`config.mk`:
```
export PLATFORM = sky130hd
export DESIGN_NAME = vga_timing_gen
export DESIGN_NICKNAME = d
export VERILOG_FILES = /design/src/rtl/vga_timing_gen.sv
export SDC_FILE = /design/constraint.sdc
export NUM_CORES = 1
export LEC_CHECK = 0
export BUFFER_PORTS_ARGS = -buffer_cell sky130_fd_sc_hd__clkbuf_2
export CAP_MARGIN = 20
export CORE_MARGIN = 8
export CORE_UTILIZATION = 45
export CTS_CLUSTER_DIAMETER = 30
export DETAILED_ROUTE_END_ITERATION = 10
export PLACE_DENSITY_LB_ADDON = 0.12
export SYNTH_ARGS = -nofsm -noshare
export SYNTH_HDL_FRONTEND = slang
export SYNTH_SLANG_ARGS = --single-unit
```
`constraint.sdc`:
```
create_clock -name clk_100MHz -period 3.2 [get_ports clk_100MHz]
set_input_delay 0.48 -clock clk_100MHz [delete_from_list [all_inputs] [get_ports clk_100MHz]]
set_output_delay 0.48 -clock clk_100MHz [all_outputs]
set_load 0.05 [all_outputs]
```
`src/rtl/vga_timing_gen.sv`:
```
// VGA timing and pixel generator: divides the system clock down to a pixel tick,
// counts h/v positions, and registers sync, active flag and pattern colour per pixel.
module vga_timing_gen #(
  parameter int               RGB_W    = 12,
  parameter int               CLK_DIV  = 4,
  parameter int               H_ACTIVE = 640,
  parameter int               H_FP     = 16,
  parameter int               H_SYNC   = 96,
  parameter int               H_BP     = 48,
  parameter int               V_ACTIVE = 480,
  parameter int               V_FP     = 10,
  parameter int               V_SYNC   = 2,
  parameter int               V_BP     = 33,
  parameter bit               HS_POL   = 1'b0,
  parameter bit               VS_POL   = 1'b0,
  parameter logic [RGB_W-1:0] SOLID    = RGB_W'(12'hF00),
  parameter int               CHK_LOG2 = 5,
  parameter int               XW       = 10,
  parameter int               YW       = 10
) (
  input  logic             clk_100MHz,
  input  logic             reset,
  input  logic             en,
  input  logic [1:0]       mode,
  input  logic [RGB_W-1:0] pixel_in,
  output logic [XW-1:0]    x,
  output logic [YW-1:0]    y,
  output logic             pix_tick,
  output logic             frame_start,
  output logic             video_on,
  output logic             hsync,
  output logic             vsync,
  output logic [RGB_W-1:0] rgb
);

  localparam int H_TOTAL = H_ACTIVE + H_FP + H_SYNC + H_BP;
  localparam int V_TOTAL = V_ACTIVE + V_FP + V_SYNC + V_BP;
  localparam int DIV_W   = (CLK_DIV > 1) ? $clog2(CLK_DIV) : 1;
  localparam int CH_W    = RGB_W / 3;
  localparam int BAR_W   = (H_ACTIVE / 8 > 0) ? H_ACTIVE / 8 : 1;

  localparam logic [DIV_W-1:0] DIV_LAST = DIV_W'(CLK_DIV - 1);
  localparam logic [XW-1:0]    H_LAST   = XW'(H_TOTAL - 1);
  localparam logic [YW-1:0]    V_LAST   = YW'(V_TOTAL - 1);
  localparam logic [XW-1:0]    H_ACT_X  = XW'(H_ACTIVE);
  localparam logic [YW-1:0]    V_ACT_Y  = YW'(V_ACTIVE);
  localparam logic [XW-1:0]    HS_START = XW'(H_ACTIVE + H_FP);
  localparam logic [XW-1:0]    HS_END   = XW'(H_ACTIVE + H_FP + H_SYNC);
  localparam logic [YW-1:0]    VS_START = YW'(V_ACTIVE + V_FP);
  localparam logic [YW-1:0]    VS_END   = YW'(V_ACTIVE + V_FP + V_SYNC);
  localparam logic [XW-1:0]    BAR_WX   = XW'(BAR_W);

  // Bar order white,yellow,cyan,green,magenta,red,blue,black maps each channel
  // to the inverse of one bit of the bar index.
  function automatic logic [RGB_W-1:0] bar_colour(input logic [XW-1:0] hpos);
    logic [XW-1:0] idx;
    logic [2:0]    bar;
    idx = hpos / BAR_WX;
    bar = (idx > XW'(7)) ? 3'd7 : idx[2:0];
    return {{CH_W{~bar[1]}}, {CH_W{~bar[2]}}, {CH_W{~bar[0]}}};
  endfunction

  function automatic logic [RGB_W-1:0] pattern(input logic [1:0]       md,
                                                input logic [XW-1:0]    hpos,
                                                input logic [YW-1:0]    vpos,
                                                input logic [RGB_W-1:0] pix);
    logic [RGB_W-1:0] c;
    case (md)
      2'd0:    c = pix;
      2'd1:    c = SOLID;
      2'd2:    c = bar_colour(hpos);
      default: c = {RGB_W{hpos[CHK_LOG2] ^ vpos[CHK_LOG2]}};
    endcase
    return c;
  endfunction

  logic             run_q;
  logic [DIV_W-1:0] div_p0;
  logic [XW-1:0]    h_p0;
  logic [YW-1:0]    v_p0;
  logic [1:0]       mode_q;
  logic             vld_p0;
  logic             fs_p0;
  logic [1:0]       mode_eff;

  logic             video_on_p1;
  logic             hsync_p1;
  logic             vsync_p1;
  logic [RGB_W-1:0] rgb_p1;

  // run_q keeps pix_tick low during reset even when CLK_DIV=1.
  assign vld_p0   = run_q & en & (div_p0 == DIV_LAST);
  assign fs_p0    = vld_p0 & (h_p0 == '0) & (v_p0 == '0);
  // The mode latched at frame_start already governs pixel (0,0) of that frame.
  assign mode_eff = fs_p0 ? mode : mode_q;

  // ---- stage p0: divider and h/v position counters ----
  always_ff @(posedge clk_100MHz or negedge reset) begin
    if (!reset) begin
      run_q  <= 1'b0;
      div_p0 <= '0;
      h_p0   <= '0;
      v_p0   <= '0;
      mode_q <= 2'd0;
    end else begin
      run_q <= 1'b1;
      if (!en) begin
        div_p0 <= '0;
        h_p0   <= '0;
        v_p0   <= '0;
      end else begin
        div_p0 <= (div_p0 == DIV_LAST) ? '0 : div_p0 + 1'b1;
        if (vld_p0) begin
          if (h_p0 == H_LAST) begin
            h_p0 <= '0;
            v_p0 <= (v_p0 == V_LAST) ? '0 : v_p0 + 1'b1;
          end else begin
            h_p0 <= h_p0 + 1'b1;
          end
        end
      end
      if (fs_p0) mode_q <= mode;
    end
  end

  // ---- stage p1: registered sync, active flag and colour for the ticked pixel ----
  always_ff @(posedge clk_100MHz or negedge reset) begin
    if (!reset) begin
      video_on_p1 <= 1'b0;
      hsync_p1    <= ~HS_POL;
      vsync_p1    <= ~VS_POL;
      rgb_p1      <= '0;
    end else if (!en) begin
      video_on_p1 <= 1'b0;
      hsync_p1    <= ~HS_POL;
      vsync_p1    <= ~VS_POL;
      rgb_p1      <= '0;
    end else if (vld_p0) begin
      video_on_p1 <= (h_p0 < H_ACT_X) && (v_p0 < V_ACT_Y);
      hsync_p1    <= ((h_p0 >= HS_START) && (h_p0 < HS_END)) ? HS_POL : ~HS_POL;
      vsync_p1    <= ((v_p0 >= VS_START) && (v_p0 < VS_END)) ? VS_POL : ~VS_POL;
      rgb_p1      <= ((h_p0 < H_ACT_X) && (v_p0 < V_ACT_Y))
                     ? pattern(mode_eff, h_p0, v_p0, pixel_in) : '0;
    end
  end

  assign x           = h_p0;
  assign y           = v_p0;
  assign pix_tick    = vld_p0;
  assign frame_start = fs_p0;
  assign video_on    = video_on_p1;
  assign hsync       = hsync_p1;
  assign vsync       = vsync_p1;
  assign rgb         = rgb_p1;

endmodule

```
Word level (Yosys, flattened, before mapping)
Cells that the tools add are included.
{"block": "op_classes", "n_mux": 23, "n_bitwise": 8, "order_cmp": 7, "n_addsub": 3, "n_eq_ne": 7, "n_reduce_logical": 7, "div_mod_pow": 1}
{"operator": "$mux 10", "count": 7}
{"operator": "$mux 12", "count": 3}
{"operator": "$pmux 12 s3", "count": 1}
{"operator": "$add 10x1->10 const B", "count": 2}
{"operator": "$eq 10x10->1 const B", "count": 2}
{"operator": "$logic_not 10->1", "count": 2}
{"operator": "$lt 10x10->1 const B", "count": 2}
{"operator": "$lt 10x9->1 const B", "count": 2}
{"operator": "$div 10x7->10 const B", "count": 1}
{"operator": "$ge 10x10->1 const B", "count": 1}
{"operator": "$ge 10x9->1 const B", "count": 1}
{"operator": "$gt 10x3->1 const B", "count": 1}
{"operator": "$mux 1", "count": 8}
{"operator": "$mux 2", "count": 3}
{"operator": "$and 1x1->1", "count": 4}
{"operator": "$eq 2x2->1 const B", "count": 2}
{"operator": "$ne 2x1->1 const B", "count": 2}
{"operator": "$logic_and 1x1->1", "count": 3}
{"operator": "$mux 3", "count": 1}
{"operator": "$not 1->1", "count": 3}
{"operator": "$add 2x1->2 const B", "count": 1}
{"operator": "$eq 2x1->1 const B", "count": 1}
{"operator": "$logic_not 2->1", "count": 1}
{"operator": "$reduce_and 2->1", "count": 1}
{"operator": "$xor 1x1->1", "count": 1}
{"block": "word_totals", "ff_bits": 40, "inputBits": 17, "output_inout_bits": 37, "elab_cells": 65}

Depth between registers and ports, before layout
{"block": "depth", "word_depth": 10, "ltp_mapped": 9, "depth_no_buf": 8}

Worst setup path before layout
Ideal clock, no wire load.
{"block": "synth_path", "path_kind": "flip-flop to flip-flop", "from": "register v_p0[0], in the netlist y[0]", "to": "register rgb_p1[10], in the netlist rgb[10]", "t_arrival_ns": 2.497, "stages_incl_launch_ff": 10, "setup_slack_ns": 0.635, "setup_time_ns": 0.067, "period_less_slack_ns": 2.565, "required_ns": 3.133, "cell_sequence": "dfrtp_1 > inv_1 > ha_1 > or4b_1 > nor3_2 > and4_1 > buf_6 > mux2_4 > nor2_1 > a221o_1"}
{"block": "synth_via", "elab_chain_len": 8, "word_cells_on_any_way": 12, "cone_classes": "1 x order compare; 2 x eq/ne; 5 x mux; 1 x bitwise; 3 x reduce/logical"}
{"item": "start, declared", "line": "80", "rtl": "logic [YW-1:0] v_p0;"}
{"item": "start signal, assigned", "line": "116", "rtl": "v_p0 <= (v_p0 == V_LAST) ? '0 : v_p0 + 1'b1;"}
{"item": "$logic_not 10->1 *", "line": "93", "rtl": "assign fs_p0 = vld_p0 & (h_p0 == '0) & (v_p0 == '0);"}
{"item": "$and 1x1->1 *", "line": "93"}
{"item": "$mux 2 *"}
{"item": "named net mode_eff[1]", "line": "84", "rtl": "logic [1:0] mode_eff;"}
{"item": "$eq 2x2->1 (tied with other cells)", "line": "68", "rtl": "case (md)"}
{"item": "$pmux 12 s3 *", "line": "68"}
{"item": "$mux 12 *", "line": "143", "rtl": "? pattern(mode_eff, h_p0, v_p0, pixel_in) : '0;"}
{"item": "$mux 12 *", "line": "138", "rtl": "end else if (vld_p0) begin"}
{"item": "$mux 12 *", "line": "133", "rtl": "end else if (!en) begin"}
{"item": "end signal, assigned", "line": "142", "rtl": "rgb_p1 <= ((h_p0 < H_ACT_X) && (v_p0 < V_ACT_Y))"}
{"item": "end, declared", "line": "89", "rtl": "logic [RGB_W-1:0] rgb_p1;"}
The timed path passes the listed nets; every way through them passes the cells marked *. The select of a mux whose other input is x is not followed.
A chain may end at the register's enable or synchronous reset.

Final worst setup path
{"block": "layout_path", "from": "register h_p0[6], in the netlist x[6]", "to": "output frame_start"}
{"block": "layout_via", "elab_chain_len": 3}
{"item": "start, declared", "line": "79", "rtl": "logic [XW-1:0] h_p0;"}
{"item": "start signal, assigned", "line": "118", "rtl": "h_p0 <= h_p0 + 1'b1;"}
{"item": "$logic_not 10->1", "line": "93"}
{"item": "$and 1x1->1 (2 in a row)", "line": "93"}
{"item": "end, declared", "line": "29", "rtl": "output logic frame_start,"}
Every way passes these cells.

==> reports/metrics.yaml <==
timing:
  relSlewSlack_pct: 61.8
  maxSlewViolCount: 0
  period_needed_ps: 2750
  rsz0062_at_grt: "false"
  period_share_pct: 85.9
  tns_ps: 0
  hold_violations: 0
  clock.fmax_ghz: 0.364
  setup_ws_ps: 451
  tightestPinTransition_ps: 568
  finalSetupViolCount: 0
  skew_ps: 4.07
yosys:
  synth_top_area_cell: "dfrtp_1"
  synth_nets: 240
  yosysMostFrequentCell: "dfrtp_1"
  synth_seq_cells: 40
  synthFlopType: "dfrtp_1"
  avgSynthCellArea_um2: 10.1
  postSynthCellCount: 217
  synth_area_mm2: 0.00220
  synth_top_cell_area_share_pct: 43.2
  yosys_warnings: 0
  synthArstFlopShare_pct: 100
  ys_types: 54
  synth.area.top_cells: "dfrtp_1 (43%), a221o_1 (5.5%), xor2_1 (4.8%), nor2_1 (3.9%), ha_1 (3.4%)"
  synthTopCellsByCount: "dfrtp_1 (38), nor2_1 (23), nand2_1 (16), a221o_1 (12), xor2_1 (12)"
  synth_edf_count: 0
  synth_seq_area_share_pct: 45.6
die:
  initial_core_util_pct: 46.6
  io_pins: 54
  die_height_um: 85.9
  fp-row-count: 25
  core-area_mm2: 0.00472
  die_x_um: 85.9
  dieArea_mm2: 0.00738
grt:
  grt_pass1_vias: 1855
  grt_first_pass_wirelength_um: 9060
  grt_max_degree: 41
  grt_antenna_before_repair: 0
  gr-total-overflow: 0
  track_usage_pct: 15.3
placed_design:
  dp_hpwl_um: 3860
  globalplace.congestion: 0.840
  postPlaceCellArea_mm2: 0.00250
  portBuffers: 53
  dp_worst_setup_slack_ps: 628
clock_network:
  clk_latency_ps: 290
  numCtsBuffers: 5
  postCtsHoldBufs: 0
  cts_tree: "done"
  ctsResizeCount: 0
  cts_sinks: 40
  clockBufferDepth: 2
  cts_setup_buffers: 0
  cts_root_buffer: "clkbuf_8"
  clkTransAtPathRegs_ps: 70
  cts_max_level: 2
worst_setup_path:
  cp_max_fo: 14
  ff2ff_path_depth: 6
  endpoint_kind: "output pin"
  crit_required_ps: 2720
  critical_path_class: "reg -> out"
  critPathLaunchType: "flip-flop"
  worstPathArrival_ps: 2270
  reg2reg_from: "x[6]$_DFFE_PN0P_"
  regToRegSetupSlack_ps: 600
  timing.rr.end: "rgb[9]$_DFFE_PN0P_"
power_and_ir_drop:
  leakage_nw: 1.25
  p_per_area_mw_per_mm2: 423
  p_total_w: 0.00112
  peakVddDrop_uv: 246
cells_and_area:
  finalCoreUtilization_pct: 56.1
  fillCellCount: 455
  syn2layout_area_growth_pct: 20.4
  nets: 293
  drive_gt1_share_pct: 28.4
  design_area_mm2: 0.00265
  insertedDiodeCount: 0
worst_hold_path:
  hold_path.class: "in -> async"
run:
  maxCapViolations: 0
detailed_routing:
  firstDrtPassIters: 4
  drt-initial-drc-count: 109
  route.detailed.drc: 0
  wl_per_cell_um: 15.4
  vias_per_cell: 5.27
  drt-total-wl_um: 5210
  dr_total_vias: 1782
  ant_nets: 0
status:
  status: "finished, final reports clean"
[area by class of cell]
| cell class | count | area [um^2] | share of cell area (%) |
|---|---|---|---|
| tap | 67 | 83.8 | 3.16 |
| inverter | 6 | 22.5 | 0.850 |
| timing repair buffer | 57 | 308 | 11.6 |
| sequential | 40 | 1000 | 37.9 |
| multi-input combinational | 160 | 1100 | 41.7 |
| clock inverter | 1 | 30.0 | 1.13 |
| clock buffer | 7 | 96.3 | 3.64 |
[metrics by stage]
step | hold WS [ps] | std cells
after global routing | 93.8 | 338
final | 70.2 | 338
after detailed placement | 428 | 329
after global placement | 428 | 329
after floorplan | 184 | 217
after CTS | 371 | 337
[worst max-delay path: stages, from the launching register on]
cell	delay [ps]
dfrtp_1	530
or3_4	450
nor4_1	390
nand4_2	210
inv_1	120
clkbuf_2	280
[flip-flops by register name, summed over array words and instances (netlist names)]
| register | flops |
|---|---|
| hsync | 1 |
| video_on | 1 |
| run_q | 1 |
| y | 10 |
| mode_q | 2 |
| rgb | 12 |
| div_p0 | 2 |
| x | 10 |
| vsync | 1 |
[worst max path at each step]
stage	startpoint	endpoint	slack, ps	depth (start not counted)
finish	x[6]$_DFFE_PN0P_	frame_start	450	5
global route	x[6]$_DFFE_PN0P_	frame_start	310	5
detailed placement	x[6]$_DFFE_PN0P_	rgb[9]$_DFFE_PN0P_	630	6
global placement	x[6]$_DFFE_PN0P_	rgb[9]$_DFFE_PN0P_	650	6
CTS	x[6]$_DFFE_PN0P_	frame_start	420	5
floorplan	y[0]$_DFFE_PN0P_	rgb[10]$_DFFE_PN0P_	640	9
[layout by cell type, fill, tap and decap left out, drive strengths merged, types with 3 or more instances in the layout]
cell	netlist	final
a211oi	4	4
a21oi	6	6
a221o	12	12
and2	3	3
buf	9	4
clkbuf	2	60
dfrtp	38	38
ha	6	6
inv	6	6
nand2	16	16
nand2b	3	3
nand3	10	10
nand4	6	6
nor2	23	23
nor2b	4	4
nor3	7	7
nor3b	5	5
nor4	3	3
o21ai	6	6
or3	3	3
xnor2	4	4
xor2	12	12
[metal layers]
| layer | wire, um | part of all wire, % | track usage (%) |
|---|---|---|---|
| met1 | 2490 | 48 | 19.7 |
| met2 | 2440 | 47 | 24.0 |
| met3 | 251 | 4.8 | 4.68 |
| met4 | 26 | 0.50 | 3.98 |
| met5 | 0 | 0 | 0 |
[power by group]
group | internal, W | leakage (nW) | switching (W)
clock network | 0.000275 | 0.0645 | 0.000174
registers | 0.000525 | 0.544 | 0.0000204
logic | 0.0000467 | 0.646 | 0.0000813
total | 0.000846 | 1.25 | 0.000275
[logic make-up after synthesis]
group | after synthesis | synth area share [%]
buf+inv | 17 | 4.21
flops | 40 | 45.6
xor+xnor | 16 | 6.37
mux | 3 | 1.65
other cells | 1 | 0.170
fa+ha+maj | 6 | 3.41
simple gates | 94 | 24.1
compound gates | 40 | 14.5
Power figures use the tool's default switching activity.
